`src/rtl/int_dispatch.sv`:
```
// rtl/int_dispatch.sv - interrupt entry/return dispatcher driving the fetch PC redirect
//
// Takes the winning request from the priority encoder, redirects fetch to that
// source's vector, saves the resume PC and pulses a one-hot ack to clear the
// serviced line. Further entries are blocked until a return retires, followed by
// a programmable hold-off.
//
// Ports:
//   clk, rst            rising-edge clock, asynchronous active-high reset
//   int_req, int_num    level request and index of the highest-priority line
//   int_en              global interrupt enable
//   stall               pipeline cannot accept a redirect this cycle
//   ret                 return-from-interrupt retiring this cycle
//   pc_next             resume address captured on entry
//   redirect            one-cycle pulse: fetch loads redirect_pc
//   redirect_pc         redirect target
//   epc                 saved resume PC
//   ack                 one-hot one-cycle acknowledge to the serviced source
//   in_service          high while servicing an interrupt
//   cur_num             index of the interrupt being serviced
module int_dispatch #(
  parameter logic [31:0] VEC_BASE   = 32'h0000_0100,
  parameter int unsigned VEC_STRIDE = 4,
  parameter int unsigned HOLDOFF    = 1
) (
  input  logic        clk,
  input  logic        rst,
  input  logic        int_req,
  input  logic [2:0]  int_num,
  input  logic        int_en,
  input  logic        stall,
  input  logic        ret,
  input  logic [31:0] pc_next,
  output logic        redirect,
  output logic [31:0] redirect_pc,
  output logic [31:0] epc,
  output logic [7:0]  ack,
  output logic        in_service,
  output logic [2:0]  cur_num
);

  typedef enum logic [1:0] {
    IDLE,
    SERVICE,
    HOLD
  } state_t;

  localparam logic [3:0] HOLD_INIT = 4'(HOLDOFF);

  state_t      state_q;
  logic [3:0]  cnt_q;
  logic        redirect_q;
  logic [31:0] redirect_pc_q;
  logic [31:0] epc_q;
  logic [7:0]  ack_q;
  logic        in_service_q;
  logic [2:0]  cur_num_q;

  // Vector address wraps modulo 2^32 by construction of the 32-bit sum.
  logic [31:0] vec_addr;
  assign vec_addr = VEC_BASE + 32'(int_num) * VEC_STRIDE;

  always_ff @(posedge clk or posedge rst) begin
    if (rst) begin
      state_q       <= IDLE;
      cnt_q         <= 4'd0;
      redirect_q    <= 1'b0;
      redirect_pc_q <= 32'd0;
      epc_q         <= 32'd0;
      ack_q         <= 8'd0;
      in_service_q  <= 1'b0;
      cur_num_q     <= 3'd0;
    end else begin
      // Pulse outputs default low; each event below raises them for one cycle.
      redirect_q <= 1'b0;
      ack_q      <= 8'd0;
      case (state_q)
        IDLE: begin
          if (int_req && int_en && !stall) begin
            state_q       <= SERVICE;
            epc_q         <= pc_next;
            cur_num_q     <= int_num;
            redirect_pc_q <= vec_addr;
            redirect_q    <= 1'b1;
            ack_q         <= 8'd1 << int_num;
            in_service_q  <= 1'b1;
          end
        end
        SERVICE: begin
          // Requests and the enable are deliberately ignored here: no nesting.
          if (ret && !stall) begin
            state_q       <= HOLD;
            redirect_q    <= 1'b1;
            redirect_pc_q <= epc_q;
            in_service_q  <= 1'b0;
            cnt_q         <= HOLD_INIT;
          end
        end
        HOLD: begin
          // The edge that consumes the last hold-off cycle also returns to IDLE.
          if (cnt_q <= 4'd1) begin
            cnt_q   <= 4'd0;
            state_q <= IDLE;
          end else begin
            cnt_q <= cnt_q - 4'd1;
          end
        end
        default: state_q <= IDLE;
      endcase
    end
  end

  assign redirect    = redirect_q;
  assign redirect_pc = redirect_pc_q;
  assign epc         = epc_q;
  assign ack         = ack_q;
  assign in_service  = in_service_q;
  assign cur_num     = cur_num_q;

endmodule

```
`config.mk`:
```
export PLATFORM = sky130hd
export DESIGN_NAME = int_dispatch
export DESIGN_NICKNAME = d
export VERILOG_FILES = /design/src/rtl/int_dispatch.sv
export SDC_FILE = /design/constraint.sdc
export NUM_CORES = 1
export LEC_CHECK = 0
export BUFFER_PORTS_ARGS = -buffer_cell sky130_fd_sc_hd__buf_4
export CORE_MARGIN = 2
export CORE_UTILIZATION = 47
export CTS_BUF_LIST = sky130_fd_sc_hd__clkbuf_2
export DETAILED_ROUTE_END_ITERATION = 12
export PLACE_DENSITY = 0.88
export SYNTH_ARGS = -nofsm -noshare
export SYNTH_HDL_FRONTEND = slang
export SYNTH_SLANG_ARGS = --single-unit
```
`constraint.sdc`:
```
create_clock -name clk -period 2.1 [get_ports clk]
set_input_delay 0.105 -clock clk [delete_from_list [all_inputs] [get_ports clk]]
set_output_delay 0.105 -clock clk [all_outputs]
set_load 0.03 [all_outputs]
```
==> After elaboration in Yosys (flattened, before gate mapping) <==
Cells that the tools add are included.
{ "classes": {"addsub": 2, "mul": 0, "div": 0, "n_lt_le_gt_ge": 1, "n_eq_ne": 5, "shift": 1, "n_mux": 18, "bitwise": 0, "reduce_logical": 11} }
{ "op_table": {"columns": ["cell", "count"], "rows": [
  ["$mux W32", 2],
  ["$pmux W32 S2", 1],
  ["$mux W8", 2],
  ["$add A9 B5 Y10 const A", 1],
  ["$mux W4", 2],
  ["$pmux W4 S2", 1],
  ["$shl A1 B3 Y8 const A", 1],
  ["$mux W2", 3],
  ["$ne A2 B2 Y1 const B", 3],
  ["$pmux W2 S3", 1],
  ["$reduce_and A3 Y1", 2],
  ["$le A4 B1 Y1 const B", 1],
  ["$mux W1", 4],
  ["$pmux W1 S2", 2],
  ["$reduce_and A2 Y1", 2],
  ["$reduce_bool A2 Y1", 2],
  ["$sub A4 B1 Y4 const B", 1],
  ["$logic_and A1 B1 Y1", 3],
  ["$eq A2 B1 Y1 const B", 1],
  ["$eq A2 B2 Y1 const B", 1],
  ["$logic_not A2 Y1", 1],
  ["$logic_not A1 Y1", 1]
]} }
{ "totals": {"regBits": 83, "latchBits": 0, "ramBits": 0, "rom_bits": 0, "inputBits": 41, "mem_count": 0} }

==> Longest topological paths before layout <==
Gate-level depths: netlist of the first run.
{ "depth": {"ltp_word": 4, "ltp_mapped": 6, "ltp_nobuf": 5} }

==> Worst setup path before layout of the first run <==
No wires, ideal clock.
{ "synth_timing": {"kind": "register to register", "startpoint": "register state_q[0]", "endpoint": "register redirect_pc_q[2] (netlist: redirect_pc[2])", "setup_ps": 125, "arrival_time_ps": 1316, "required_time_ps": 1975, "path_slack_ps": 658, "stages_incl_launch_ff": 6, "path_cell_list": "dfrtp_1 -> and3b_1 -> o21a_1 -> buf_6 -> buf_6 -> mux2_4"} }
{ "synth_between": {"elab_chain_cells": 3, "word_cells_on_any_way": 7, "cone_classes": "eq/ne (3); mux (1); reduce/logical (3)"} }
{ "synth_lines": {"columns": ["item", "line_no", "rtl"], "rows": [
  ["start, declared", "50", "state_t state_q;"],
  ["start signal, assigned", "65", "state_q <= IDLE;"],
  ["start signal, assigned", "80", "state_q <= SERVICE;"],
  ["start signal, assigned", "92", "state_q <= HOLD;"],
  ["$eq A2 B1 Y1 / $logic_not A2 Y1 (equally long branches)", "77", "case (state_q)"],
  ["$ne A2 B2 Y1 (no line) / $reduce_bool A2 Y1 (equally long branches)", null, null],
  ["$reduce_and A3 Y1 (no line)", null, null],
  ["end signal, assigned", "83", "redirect_pc_q <= vec_addr;"],
  ["end signal, assigned", "94", "redirect_pc_q <= epc_q;"],
  ["end, declared", "53", "logic [31:0] redirect_pc_q;"]
]} }
Parallel ways exist; a longest one is shown, timed or not.
A chain may end at the register's enable or synchronous reset.

==> Worst setup path after layout of the first run <==
{ "layout_timing": {"startpoint": "register state_q[0]", "endpoint": "register ack_q[2] (netlist: ack[2])"} }
{ "layout_between": {"elab_chain_cells": 2} }
{ "layout_lines": {"columns": ["item", "line_no", "rtl"], "rows": [
  ["$logic_not A2 Y1", "77", null],
  ["$mux W8", "77", null],
  ["end signal, assigned", "85", "ack_q <= 8'd1 << int_num;"],
  ["end, declared", "55", "logic [7:0] ack_q;"]
]} }
Every way passes these cells.

==> reports/results.ini, run 1 <==
[placement]
dp_slack_ps=443
finalWeightedCongestion=0.831
place.port_buffers=117
detailedPlacementHpwl_um=5460

[synthesis]
synth_enable_flop_cells=0
top_post_synthesis_cells_by_area=sky130_fd_sc_hd__dfrtp_1, sky130_fd_sc_hd__mux2_2, sky130_fd_sc_hd__mux2i_1, sky130_fd_sc_hd__nand2_1, sky130_fd_sc_hd__inv_1
synth_seq_cells=83
cell_area_after_synthesis_um2=3400
synth_area_leader_cell=sky130_fd_sc_hd__dfrtp_1
synthFlopType=sky130_fd_sc_hd__dfrtp_1
synth_common_cells=sky130_fd_sc_hd__dfrtp_1, sky130_fd_sc_hd__mux2_2, sky130_fd_sc_hd__nand2_1, sky130_fd_sc_hd__inv_1, sky130_fd_sc_hd__mux2i_1
count_of_synthesis_stage_warnings_from_yosys=0
synth_async_sr_flop_share=1.00
post-synth-top-count-cell=sky130_fd_sc_hd__dfrtp_1
syn-instance-count=268
netlist-cell-type-count=31
syn-num-nets=311
synth_largest_type_area_fraction=0.612
ys_seq_area_frac=0.612
post_synth.cell_area_avg_um2=12.7

[global_route]
grt_pass1_wl_um=12700
gr-total-overflow=0
grt_pass1_vias=2717
globalRouteTotalUtil=0.212
pin_count_of_the_biggest_net_entering_global_routing=36
antenna_violations_before_repair=0

[setup_path]
end_kind=register
crit_required_ps=2580
worst_setup_path_start_kind=register
worstPathMaxFanout=31
r2r_worst_path_depth=5
ff2ff_setup_slack_ps=160
cp_data_arrival_time_ps=2420
path_class=register to register

[sta]
rsz_0062_raised_after_global_routing=false
endpoints_failing_hold=0
relSlewSlack=0.578
final_period_minus_worst_setup_slack_ps=1940
slew_viol_final=0
timing_worst_slew_pin_value_ps=631
max_frequency_mhz=516
clock-skew-final_ps=28.5
setup_total_negative_slack_ps=0
post-route-worst-setup-slack_ps=163
post-route-period-util=0.922
setup_violations=0

[clock_network]
cts-htree-levels=3
cts-root-buf=sky130_fd_sc_hd__clkbuf_2
skew_pair_late_insertion_delay_ps=540
num_cts_buffers=9
cts_num_sinks=83
clock_tree_from_tritoncts=yes
clk_transition_reported_paths_ps=200
post-cts-setup-buffer-count=0
cts-root-to-sink-buffers=2

[final_layout]
final_nets=475
antenna-diode-count=0
layout-area-overhead-vs-synth_pct=45.7
drive_above_1_share=0.423

[route]
drt_drc_violations_left=0
wl_per_cell_um=15.1
routed_via_density=4.83
first_pass_iters=4
wl_um=8020
drtIter0Drc=70
detailroute.via_count=2576
ant_nets=0

[die]
fp.dieH_um=89
fp-row-count=30
die_width_um=89
core_region_area_um2=6910
die_area_um2=7920
ios=118
effective_utilization_at_floorplan=0.492

[worst_hold_path]
holdPathStages=4
worstHoldPathType=input port to register

[power_and_ir_drop]
vdd_drop_max_mv=0.838
power_per_cell_area_nw_per_um2=1540
power.static_leakage_nw=2.40

[status]
status=finished clean

[run]
cap_violations=0

-- state kept, by name, indices dropped and copies added (netlist names) --
| signal | count |
|---|---|
| cnt_q | 4 |
| redirect | 1 |
| state_q | 2 |
| cur_num | 3 |
| ack | 8 |
| redirect_pc | 32 |
| in_service | 1 |
| epc | 32 |
-- power by group --
group | internal [W] | switching [W] | leakage (nW)
Clock | 0.000389 | 0.000537 | 0.0770
Sequential | 0.00230 | 0.000525 | 1.06
Combinational | 0.00159 | 0.00227 | 1.27
-- worst paths after layout --
check | startpoint | endpoint
max | state_q[0] | ack[2]
min | int_en | ack[5]
max reg2reg | state_q[0] | ack[2]
min reg2reg | cur_num[0] | cur_num[0]
max in group asynchronous | rst | epc[25]
min in group asynchronous | rst | epc[12]
-- placed cells by master, fill, tap and decap left out, drive strengths merged, types with 2 or more instances in the layout --
cell,n
buf,125
dfrtp,83
mux2,41
dlygate4sd3,40
nand2,35
inv,31
mux2i,28
clkbuf,10
nor2,6
nor3,5
nand2b,4
clkinv,3
and2,2
clkinvlp,2
o31ai,2
a31oi,2
ha,2
bufinv,2
-- critical path: stages, from the launching register on --
cell                            delay (ps)
sky130_fd_sc_hd__dfrtp_1               460
sky130_fd_sc_hd__and3b_1               310
sky130_fd_sc_hd__nand2_4               150
sky130_fd_sc_hd__buf_12                220
sky130_fd_sc_hd__nor3_1                170
sky130_fd_sc_hd__dlygate4sd3_1         570
-- metrics by stage --
stage	total power [W]	cells	hold WS (ps)	utilization	instance area, um2
after floorplan	0.00515	268	176	-	3400
after global placement	0.00654	477	214	0.639	4410
after detailed placement	0.00667	477	217	0.639	4410
after CTS	0.00764	533	105	0.716	4940
after global routing	0.00804	533	179	0.716	4950
final	0.00761	533	159	0.716	4950
-- area by class of cell --
type | instances | area [um2]
well taps | 96 | 120
clock buffers | 10 | 50.0
fillers | 509 | 1960
multi-input cells | 141 | 1130
clock inverters | 6 | 80.1
flip-flops and latches | 83 | 2080
inverters | 32 | 124
repair buffers | 165 | 1360
-- logic make-up after synthesis --
kind of cell / synth area share
flops: 0.612
xor+xnor: 0.00258
buf+inv: 0.0578
compound gates: 0.0240
mux: 0.220
simple gates: 0.0770
fa+ha+maj: 0.00737
-- layer usage --
metal  share of wire  global-route usage
met5               0                   0
met1            0.40               0.259
met3           0.073              0.0499
met2            0.50               0.362
met4           0.020              0.0923
-- timing repair --
item | CTS | global route
endpoints found under the setup margin | 0 | 1
hold endpoints to repair | 76 | 0
hold buffers | 40 | 0
resized for setup | 0 | 1
Note: power is estimated with default switching activity, not from simulation.
==> inputs of run 2 (changes only) <==
--- a/config.mk
+++ b/config.mk
@@ -7,10 +7,10 @@
 export LEC_CHECK = 0
 export BUFFER_PORTS_ARGS = -buffer_cell sky130_fd_sc_hd__buf_4
 export CORE_MARGIN = 2
-export CORE_UTILIZATION = 47
+export CORE_UTILIZATION = 40
 export CTS_BUF_LIST = sky130_fd_sc_hd__clkbuf_2
 export DETAILED_ROUTE_END_ITERATION = 12
-export PLACE_DENSITY = 0.88
+export PLACE_DENSITY = 0.78
 export SYNTH_ARGS = -nofsm -noshare
 export SYNTH_HDL_FRONTEND = slang
 export SYNTH_SLANG_ARGS = --single-unit
==> constraint.sdc (replaced) <==
create_clock -name clk -period 2.1 [get_ports clk]
set_input_delay 0.105 -clock clk [delete_from_list [all_inputs] [get_ports clk]]
set_output_delay 0.105 -clock clk [all_outputs]
set_load 0.01 [all_outputs]
==> run 2 against run 1 <==
Against the previous run:
- final area decreased by 0.38%
- fmax fell by 1.3%
- critical path type unchanged
- highest routed layer unchanged
- worst hold slack better by 15 ps
- final cell count rose by 1.3%
- clock-buffer cell count stayed put
- critical endpoint is now ack[0]
- largest cell class unchanged
- wire length grew 0.95%
==> reports/results.ini, run 2 (synthesized netlist as in run 1, its figures left out) <==
[setup_path]
worst_setup_path_start_kind=register
cp_cell_sequence=and3b_1 -> nand2_2 -> buf_12 -> nor4_1 -> dlygate4sd3_1
worstPathMaxFanout=41
ff2ff_setup_slack_ps=140
crit_required_ps=2550
critical-path-max-stage-delay_ps=600
path_class=register to register
crit_slowest_cell=sky130_fd_sc_hd__dlygate4sd3_1
cp_data_arrival_time_ps=2420
end_kind=register

[placement]
detailedPlacementHpwl_um=5440
finalWeightedCongestion=0.762
place.port_buffers=117
dpl-instance-area_um2=4410

[sta]
endpoints_failing_hold=0
final_period_minus_worst_setup_slack_ps=1960
timing_worst_slew_pin_value_ps=656
setup_violations=0
post-route-period-util=0.934
rsz_0062_raised_after_global_routing=false
clock-skew-final_ps=22.9
max_frequency_mhz=510
slew_viol_final=0
timing.hold.ws_ps=174
setup_total_negative_slack_ps=0
relSlewSlack=0.563

[final_layout]
final_nets=475
antenna-diode-count=0
layout.cells.most_common_list=sky130_fd_sc_hd__buf_4, sky130_fd_sc_hd__dfrtp_1, sky130_fd_sc_hd__mux2_2, sky130_fd_sc_hd__dlygate4sd3_1, sky130_fd_sc_hd__nand2_1
layout-area-overhead-vs-synth_pct=45.2
drive_above_1_share=0.421
layout_commonest_cell=sky130_fd_sc_hd__buf_4
final_core_util=0.600
stdcell_area_um2=4930

[global_route]
antenna_violations_before_repair=0
globalRouteTotalUtil=0.180
grt_pass1_vias=2615
grt_pass1_wl_um=12400
pin_count_of_the_biggest_net_entering_global_routing=53
gr-total-overflow=0

[worst_hold_path]
worstHoldPathType=input port to register

[power_and_ir_drop]
vdd_drop_max_mv=0.584
power.static_leakage_nw=2.39
power_per_cell_area_nw_per_um2=1320

[run]
cap_violations=0

[die]
ios=118
fp-row-count=33
effective_utilization_at_floorplan=0.413
fp.dieH_um=96.1
die_area_um2=9240
core_region_area_um2=8220
die_width_um=96.1

[route]
wl_um=8100
drt_drc_violations_left=0
first_pass_iters=4
detailroute.via_count=2562
routed_via_density=4.74
ant_nets=0
drtIter0Drc=105
wl_per_cell_um=15.0

[clock_network]
cts-htree-levels=3
skew_pair_late_insertion_delay_ps=500
post-cts-setup-buffer-count=0
cts-root-to-sink-buffers=2
clock_tree_from_tritoncts=yes
clk_transition_reported_paths_ps=210
num_cts_buffers=9
cts_num_sinks=83
cts-root-buf=sky130_fd_sc_hd__clkbuf_2

[status]
status=finished clean

run 2: final timing paths:
path                                    to  depth (start not counted)  startpoint
max reg2reg                         ack[0]                          5  state_q[0]
min reg2reg                     in_service                          2  in_service
max in group asynchronous           ack[3]                          4         rst
min in group asynchronous  redirect_pc[13]                          4         rst
min                                 ack[5]                          4      int_en
max                                 ack[0]                          5  state_q[0]
run 2: final cells by class:
cell class | count | area [um2]
fill | 659 | 3290
sequential | 83 | 2080
timing repair buffer | 165 | 1350
multi-input combinational | 141 | 1130
tap | 105 | 131
inverter | 32 | 124
clock inverter | 4 | 67.6
clock buffer | 10 | 50.0
run 2: per-layer routing:
layer / vias up / global-route usage / part of all wire
met5: - / 0 / 0
met4: 0 / 0.0548 / 0.0079
met3: 6 / 0.0579 / 0.068
met2: 82 / 0.304 / 0.50
met1: 1266 / 0.218 / 0.42
li1: 1208 / - / -
run 2: where the power goes:
group          switching (W)  internal, W  total, W
combinational        0.00122      0.00155   0.00277
sequential          0.000521      0.00230   0.00282
clock               0.000521     0.000380  0.000901
total                0.00226      0.00422   0.00648
run 2: critical path, delay by kind of cell (launching register included):
family	cells	cell delay, ps
buffers and inverters	2	800
flip-flops	1	460
AND/OR/NAND/NOR	3	650
run 2: per-stage QoR:
stage          cells  setup WS, ps  total power, W
3_5_place_dp     486           420         0.00560
3_3_place_gp     486           492         0.00549
6_report         540           139         0.00648
4_1_cts          540           282         0.00655
2_1_floorplan    268           658         0.00414
5_1_grt          540          39.2         0.00695
run 2: what timing repair did:
| action | in CTS | in global routing |
|---|---|---|
| hold buffers | 40 | 0 |
| resized for setup | 0 | 0 |
| endpoints found under the hold margin | 130 | 0 |
